### src/rtl/branch_predictor.sv
// Branch predictor: direct-mapped BTB with 2-bit saturating direction counters.
//
// Ports:
//   clk, rst                 clock (rising edge) and asynchronous active-low reset
//   pc_if0, fetch_valid      IF0 lookup request
//   pre_branch, pre_pc       zero-latency prediction for the IF0 PC
//   ex_*                     EX-stage resolution used to check the prediction and train the BTB
//   mispredict, redirect_pc  redirect request and the correct next PC
//   branch_cnt, mispred_cnt  saturating statistics counters
module branch_predictor #(
   parameter int unsigned WORD    = 32,
   parameter int unsigned ENTRIES = 16,
   parameter int unsigned IDX_W   = $clog2(ENTRIES)
) (
   input  logic            clk,
   input  logic            rst,
   input  logic [WORD-1:0] pc_if0,
   input  logic            fetch_valid,
   output logic            pre_branch,
   output logic [WORD-1:0] pre_pc,
   input  logic            ex_valid,
   input  logic            ex_is_branch,
   input  logic [WORD-1:0] ex_pc,
   input  logic            ex_taken,
   input  logic [WORD-1:0] ex_target,
   input  logic            ex_pred_taken,
   input  logic [WORD-1:0] ex_pred_pc,
   output logic            mispredict,
   output logic [WORD-1:0] redirect_pc,
   output logic [31:0]     branch_cnt,
   output logic [31:0]     mispred_cnt
);

   localparam int unsigned     TAG_W   = WORD - IDX_W - 2;
   localparam logic [WORD-1:0] PC_STEP = WORD'(4);

   logic [ENTRIES-1:0]      valid_q;
   logic [ENTRIES-1:0][1:0] ctr_q;
   logic [TAG_W-1:0]        tag_q    [ENTRIES];
   logic [WORD-1:0]         target_q [ENTRIES];
   logic [31:0]             branch_cnt_q;
   logic [31:0]             mispred_cnt_q;

   // ---------------- Lookup ----------------
   logic [IDX_W-1:0] if_idx;
   logic [TAG_W-1:0] if_tag;
   logic             if_hit;

   assign if_idx = pc_if0[IDX_W+1:2];
   assign if_tag = pc_if0[WORD-1:IDX_W+2];
   assign if_hit = valid_q[if_idx] && (tag_q[if_idx] == if_tag);

   // Reads registered tables only: a same-cycle update is visible next cycle.
   assign pre_branch = rst && fetch_valid && if_hit && ctr_q[if_idx][1];
   assign pre_pc     = pre_branch ? target_q[if_idx] : pc_if0 + PC_STEP;

   // ---------------- Resolution ----------------
   logic [IDX_W-1:0] ex_idx;
   logic [TAG_W-1:0] ex_tag;
   logic             ex_hit;
   logic             ex_act;
   logic             ex_branch;

   assign ex_idx    = ex_pc[IDX_W+1:2];
   assign ex_tag    = ex_pc[WORD-1:IDX_W+2];
   assign ex_hit    = valid_q[ex_idx] && (tag_q[ex_idx] == ex_tag);
   assign ex_act    = rst && ex_valid;
   assign ex_branch = ex_act && ex_is_branch;

   // A non-branch carrying a taken prediction is caught by the direction term (ex_taken=0).
   assign mispredict = ex_act && ((ex_taken != ex_pred_taken) ||
                                  (ex_taken && (ex_target != ex_pred_pc)));

   always_comb begin
      redirect_pc = '0;
      if (ex_act) begin
         redirect_pc = (mispredict && ex_taken) ? ex_target : ex_pc + PC_STEP;
      end
   end

   // ---------------- Table update decode ----------------
   logic       val_we;
   logic       val_new;
   logic       ctr_we;
   logic [1:0] ctr_new;
   logic       tag_we;
   logic       tgt_we;

   always_comb begin
      val_we  = 1'b0;
      val_new = 1'b0;
      ctr_we  = 1'b0;
      ctr_new = ctr_q[ex_idx];
      tag_we  = 1'b0;
      tgt_we  = 1'b0;
      if (ex_branch) begin
         if (ex_hit) begin
            ctr_we = 1'b1;
            if (ex_taken) begin
               tgt_we = 1'b1;
               if (ctr_q[ex_idx] != 2'b11) ctr_new = ctr_q[ex_idx] + 2'b01;
            end else if (ctr_q[ex_idx] != 2'b00) begin
               ctr_new = ctr_q[ex_idx] - 2'b01;
            end
         end else if (ex_taken) begin
            // Allocate, evicting whatever aliased entry held this index.
            val_we  = 1'b1;
            val_new = 1'b1;
            tag_we  = 1'b1;
            tgt_we  = 1'b1;
            ctr_we  = 1'b1;
            ctr_new = 2'b10;
         end
      end else if (ex_act && ex_pred_taken && ex_hit) begin
         // Stale entry predicted a branch at a non-branch PC: drop it.
         val_we  = 1'b1;
         val_new = 1'b0;
      end
   end

   // ---------------- State ----------------
   always_ff @(posedge clk or negedge rst) begin
      if (!rst) begin
         valid_q <= '0;
         ctr_q   <= {ENTRIES{2'b01}};
      end else begin
         if (val_we) valid_q[ex_idx] <= val_new;
         if (ctr_we) ctr_q[ex_idx]   <= ctr_new;
      end
   end

   // Tag/target need no reset: they are only observed through a set valid bit.
   always_ff @(posedge clk) begin
      if (tag_we) tag_q[ex_idx]    <= ex_tag;
      if (tgt_we) target_q[ex_idx] <= ex_target;
   end

   always_ff @(posedge clk or negedge rst) begin
      if (!rst) begin
         branch_cnt_q  <= '0;
         mispred_cnt_q <= '0;
      end else begin
         if (ex_branch && (branch_cnt_q != '1)) branch_cnt_q <= branch_cnt_q + 32'd1;
         if (mispredict && (mispred_cnt_q != '1)) mispred_cnt_q <= mispred_cnt_q + 32'd1;
      end
   end

   assign branch_cnt  = branch_cnt_q;
   assign mispred_cnt = mispred_cnt_q;

endmodule

### config.mk
export PLATFORM = sky130hd
export DESIGN_NAME = branch_predictor
export DESIGN_NICKNAME = d
export VERILOG_FILES = /design/src/rtl/branch_predictor.sv
export SDC_FILE = /design/constraint.sdc
export NUM_CORES = 2
export LEC_CHECK = 0
export CORE_MARGIN = 3
export CORE_UTILIZATION = 38
export CTS_BUF_LIST = sky130_fd_sc_hd__clkbuf_2 sky130_fd_sc_hd__clkbuf_4 sky130_fd_sc_hd__clkbuf_8
export DETAILED_ROUTE_END_ITERATION = 10
export GPL_TIMING_DRIVEN = 0
export PLACE_DENSITY_LB_ADDON = 0.25
export SKIP_CTS_REPAIR_TIMING = 1
export SLEW_MARGIN = 20
export SYNTH_ARGS = -nofsm -noshare
export SYNTH_HDL_FRONTEND = slang
export SYNTH_SLANG_ARGS = --single-unit
### constraint.sdc
create_clock -name clk -period 13.7 [get_ports clk]
set_input_delay 2.055 -clock clk [delete_from_list [all_inputs] [get_ports clk]]
set_output_delay 2.055 -clock clk [all_outputs]
set_load 0.03 [all_outputs]
Word level (Yosys, flattened, before mapping)
Memory sizes are Yosys's and may differ from the RTL's. Index checks and enable logic that the tools add are counted.

Bits in registers: 112. Memory bits (writable): 928. Input bits: 135. Output and inout bits: 130. Memories kept: 2.

Add/sub/neg operators: 6. Magnitude comparators: 3. Eq/ne operators: 7. Muxes and demuxes: 35. Reduce and logical (&&, ||, !) cells: 17.

Memory list: target_q (words 16, bits a word 32, read ports 1, clocked after memory_dff 0, wr ports 1, line 40) `logic [WORD-1:0] target_q [ENTRIES];`; tag_q (words 16, bits a word 26, read ports 2, clocked after memory_dff 0, wr ports 1, line 39) `logic [TAG_W-1:0] tag_q [ENTRIES];`.

Operator list (number): 32-bit 2-to-1 mux (3); 32-bit by 1-bit adder with 32-bit output (second input constant) (2); 32-bit by 3-bit adder with 32-bit output (second input constant) (2); 32-bit != test (second input constant) (2); 26-bit == test (2); 32-bit bitwise mux (1); 32-bit != test (1); 2-bit 2-to-1 mux (9); 2-bit binary-select mux with 4-bit select (2); 16-bit bitwise mux (1); 1-bit logical AND (15); 1-bit 2-to-1 mux (15); 4-bit by 5-bit less-than comparator with 1-bit output (second input constant) (2); 1-bit binary-select mux with 4-bit select (2); 2-bit demux with 4-bit select (1); 1-bit demux with 4-bit select (1); 4-bit by 1-bit >= comparator with 1-bit output (second input constant) (1); 2-bit by 1-bit adder with 2-bit output (second input constant) (1); 2-bit != test (second input constant) (1); 2-bit nonzero test (1); 2-bit by 1-bit subtractor with 2-bit output (second input constant) (1); 1-bit logical OR (1); 1-bit != test (1).

Depth between registers and ports, before layout
Depth in word-level cells: 8. Mapped depth: 16. Mapped depth without buffers: 8.

Worst setup path before layout
OpenSTA, ideal clock, no wires.

Path kind: in2out. Start point: input port pc_if0[3]. End point: output port pre_pc[2]. Arrival: 5675 ps. Required time: 11645 ps. Slack: 5970 ps. Stages on the path: 11. Path buffers: 4. Path through: buf_2 > buf_1 > clkbuf_1 > mux4_2 > a221oi_1 > xor2_1 > o2111ai_1 > or4_4 > nor4_4 > buf_6 > mux2i_1.

Longest elaborated chain between the ends: 6.

RTL lines: start: declaration (line 17) `input logic [WORD-1:0] pc_if0,`; memory 16 x 26 bit / 1-bit binary-select mux with 4-bit select (equally long branches); 26-bit == test / 1-bit 2-to-1 mux (equally long branches) (line 51) `assign if_hit = valid_q[if_idx] && (tag_q[if_idx] == if_tag);`; 1-bit logical AND (line 51); 1-bit logical AND (line 54) `assign pre_branch = rst && fetch_valid && if_hit && ctr_q[if_idx][1];`; 1-bit logical AND * (line 54); net pre_branch (line 19) `output logic pre_branch,`; 32-bit 2-to-1 mux * (line 55) `assign pre_pc = pre_branch ? target_q[if_idx] : pc_if0 + PC_STEP;`; end: declaration (line 20) `output logic [WORD-1:0] pre_pc,`.

Mark *: on every way through the listed nets, which the timed path passes. The rest lies on a longest branch. The select of a mux whose other input is x is not followed.

Worst setup path after layout
Start point: input port pc_if0[3]. End point: output port pre_pc[23].

Longest elaborated chain between the ends: 6.

RTL lines (line): memory 16 x 26 bit / 1-bit binary-select mux with 4-bit select (equally long branches); 26-bit == test / 1-bit 2-to-1 mux (equally long branches) (51); 1-bit logical AND (51); 1-bit logical AND (2 in a row) (54); 32-bit 2-to-1 mux * (55).

Every way passes the cells marked *; elsewhere a longest branch is shown, timed or not. The select of a mux whose other input is x is not followed.

==> results.txt <==
The largest buffer count on any clock path came out at 3. The total area inside the core boundary comes to 123800 µm². Traced cell by cell, the critical path runs through clkdlybuf4s50_1 -> buf_2 -> buf_1 -> clkbuf_1 -> buf_1 -> buf_1 -> buf_1 -> mux4_2 -> mux4_2 -> mux2_4 -> clkdlybuf4s50_1. The initial antenna violation count came out at 17.

The clock skew came out at 0.05971 ns. The final layout contains 3354 nets. Global routing used 25.43% of the available tracks across all layers. The wire length of the first global-routing pass is 232.8 mm.

The wire length per cell came out at 33.35 µm. The layer flagged by global routing as most heavily used is met2. Yosys attributes the largest share of cell area to edfxtp_1, mux4_2, dfrtp_1, xnor2_1, mux2i_1. The total length of routed wires came out at 166.3 mm.

The storage element area came out at between 30000 and 40000 µm². The number of top-level design ports is between 200 and 300. The number of max-cap violations came out at 0. The maximum cell stage delay along the critical path came out at about 0.87 ns. In this run the most critical hold path is launched from branch_cnt[11]$_DFFE_PN0P_. The achievable frequency is 90.00 MHz. The height of the chip came out at 359.3 µm.

The first-pass iteration count of the detailed router came out at 6. Global routing finished with a remaining overflow of 0. The via density per instance came out at just over 6. The pin count of the biggest net entering global routing came out at between 70 and 80. The synthesized area divided by synthesized cell count came out at 17.65 µm².

The post-synthesis instance area came out at 47440 µm². The flow ran to the end, and the final reports show no timing, DRC or antenna violations. The starting density of the core came out at 38.32%. The number of sinks driven by the clock tree came out at 1040. Along the worst hold path, the cell count comes to 1. Setup repair after global routing left no endpoint under its margin. By instance count, the cell type seen most on the critical path is buf_1.

The critical path contains buffers and inverters numbering 8 combined. The count of placed standard cells in the final layout, fillers left out is 4986. The count of routing violations after the opening detailed-route iteration is 4629.

In this run the worst hold path is classified as reg2reg. Fill cells in the final layout number 10530. The total number of yosys warnings came out at 0. The worst-case setup slack after placement came out at ~2.5 ns. The total number of H-tree levels came out at 4.

The highest net fanout along the worst path came out at 10. The setup TNS came out at 0 ns. The width of the chip came out at 359.3 µm. The number of failing hold endpoints at the final stage came to 0. In the finished design, the share of the clock period the worst path needs comes to approximately four fifths. The placed wire-length estimate after detailed placement is 119.8 mm. CTS placed an instance of clkbuf_8 at the clock tree root.

The largest voltage drop on the vdd net is 78.26 µV. The met3 track demand over resource is roughly 6.5%. The power per cell area came out at roughly 120 nW/µm². The total clock buffers created by CTS is 172. The register-to-register setup slack is 9.28 ns. The met2 track utilization from global routing is about 40%.

The total of flip-flops plus latches after synthesis is 1040. The placer's final routability congestion estimate came out at 0.8929. The static leakage came out at 18.79 nW. The cell family contributing the most delay on the critical path is buffers and inverters. The number of vias after detailed routing came out at 30380. STA classifies the critical path startpoint as an input pin.

The gate count of the mapped netlist is 2688. The number of cells on the worst reg-to-reg path is 12. The synthesized net count came out at 2830. In the synthesized netlist the async set-or-reset flop fraction comes to between 10 and 15%. The clock edge transition at the registers on the reported setup and hold paths came out at 0.06 ns.

The met1 track demand over resource came out at around a third. The endpoint of the most critical register-to-register path is tag_q[14][1]$_DFFE_PP_. The number of different library cells in the post-synthesis netlist came out at 70. The clock latency on the worst-skew pair is 0.92 ns. The floorplan has between 100 and 150 rows. The number of DRC violations after detailed routing came out at 0.

The critical setup path kind is in2out. The number of global-route vias before repair came out at 30440. The multi-input gate area in the final layout is 16020 µm². In the final layout, the share of cells above drive strength 1 is 28.40%.

The worst slew slack as a fraction of its limit came out at between 10 and 15%. The CTS tree is done. The floorplan die area is 129100 µm². For the worst setup path, the data arrival time is 9.06 ns. The worst setup slack after layout came out at 2.589 ns. The synthesis-to-finish area growth came out at 20.17%. For this design, the slowest cell found on the critical path is clkbuf_1. The endpoint required time on the critical path came out at 11.64 ns. Summed over its instances, the top area cell type makes up 58.74% of the synthesized netlist area. The part of the Yosys area used for sequential elements is 64.69%. In the synthesized netlist the dominant register cell turns out to be edfxtp_1. The hold path endpoint is branch_cnt[11]$_DFFE_PN0P_. The startpoint identified for the worst register-to-register timing path is tag_q[11][8]$_DFFE_PP_. Once detail routing completed, the nets flagged for antenna violations numbered 0. The slew at the pin closest to its max-slew limit came out at around 1.3 ns. The number of synthesized flops with an enable pin is 928. During placement, the flow inserted port buffers numbering 259.

The number of max-slew violations in the final report is 0. The synthesized design spends more area on one cell type than any other, namely edfxtp_1. The time the worst path needs with I/O delays and setup came out at roughly 11 ns. In this run, placement finished with an instance count of 4674.

The setup violation total in the final timing report is 0. STA classifies the critical path endpoint as an output pin.
layout make-up:
type	count	share of cell area [%]
antenna	8	0.03512
buffer	167	1.486
clock buffer	236	5.039
clock inverter	67	0.9635
inverter	24	0.1712
multi-input combinational	1457	28.11
sequential	1040	53.83
tap	1637	3.593
timing repair buffer	350	6.771
synth_stat cells (14+ instances only):
library cell,number
a211oi_1,30
a21oi_1,26
a311oi_1,15
a31o_2,16
a31oi_1,20
and2_1,18
and3_1,27
and4_1,16
buf_1,32
buf_2,39
buf_6,14
clkbuf_1,68
dfrtp_1,96
dfstp_2,16
edfxtp_1,928
inv_1,23
mux2_2,19
mux2_4,28
mux2i_1,72
mux4_2,375
nand2_1,108
nand3_1,69
nand4_1,36
nor2_1,145
nor3_1,44
o21ai_0,69
xnor2_1,135
xor2_1,64
state kept, by name (all words and copies together), names as in the netlist:
register and cells:
branch_cnt 32, mispred_cnt 32, tag_q 416, target_q 512, ctr_q 32, valid_q 16
worst max-delay path by stage:
stage                   start                     end  cells after the start
global placement          rst  tag_q[7][12]$_DFFE_PP_                      7
floorplan           pc_if0[3]               pre_pc[2]                     11
detailed placement  pc_if0[3]              pre_pc[23]                     13
CTS                 pc_if0[3]              pre_pc[23]                     13
global route        pc_if0[3]               pre_pc[2]                     14
finish              pc_if0[3]              pre_pc[23]                     11
routing by layer:
| metal | wire length, µm | part of all wire [%] | vias to the layer above |
|---|---|---|---|
| li1 | - | - | 12040 |
| met1 | 63370 | 38 | 15870 |
| met2 | 78120 | 47 | 2095 |
| met3 | 18830 | 11 | 370 |
| met4 | 5907 | 3.6 | 6 |
| met5 | 34 | 0.020 | - |
cell families (layout without fill, tap and decap cells):
kind of cell | after synthesis | count (layout) | synth area share (%)
AO/OA/AOI/OAI | 246 | 246 | 3.579
XOR/XNOR | 199 | 199 | 3.674
adder cells (fa/ha/maj) | 9 | 9 | 0.2268
buffers and inverters | 191 | 844 | 1.925
flip-flops | 1040 | 1040 | 64.69
multiplexers | 494 | 494 | 20.66
other | 0 | 8 | 0
AND/OR/NAND/NOR | 509 | 509 | 5.243
layout by cell type, fill, tap and decap left out, types with 15 or more instances in the layout:
cell             count
a31o_2              16
buf_6               21
nand4_1             36
buf_4               60
buf_1               17
a31oi_1             20
nor2_1             129
clkbuf_1            64
mux2_4              28
nand3_1             69
clkinv_1            31
buf_12              16
clkinv_2            15
dfstp_2             16
and4_1              16
a211oi_1            30
inv_1               19
mux2_2              19
clkdlybuf4s50_1    258
buf_16              18
clkbuf_8           176
nor2_4              16
mux2i_1             72
mux4_2             375
and2_1              18
nand2_1            108
edfxtp_1           928
xor2_1              64
xnor2_1            135
a311oi_1            15
dfrtp_1             96
and3_1              27
buf_2               48
a21oi_1             26
clkbuf_4            61
o21ai_0             69
nor3_1              32
per-stage QoR:
| step | instance area (µm²) | hold slack [ns] | utilization, % | power [W] |
|---|---|---|---|---|
| 2_1_floorplan | 47440 | 0.5112 | - | 0.003947 |
| 3_3_place_gp | 52080 | 0.4748 | 42.07 | 0.004281 |
| 3_5_place_dp | 53540 | 0.4876 | 43.25 | 0.004300 |
| 4_1_cts | 56960 | 0.4975 | 46.01 | 0.007046 |
| 5_1_grt | 56990 | 0.5023 | 46.04 | 0.007235 |
| 6_report | 57010 | 0.4921 | 46.05 | 0.007016 |
power breakdown:
group / switching (W) / leakage, nW / internal [W]
clock: 0.00130 / 1.81 / 0.00147
combinational: 0.000439 / 7.25 / 0.000283
sequential: 0.0000343 / 9.73 / 0.00349
total: 0.00178 / 18.8 / 0.00524
Power figures use the tool's default switching activity.
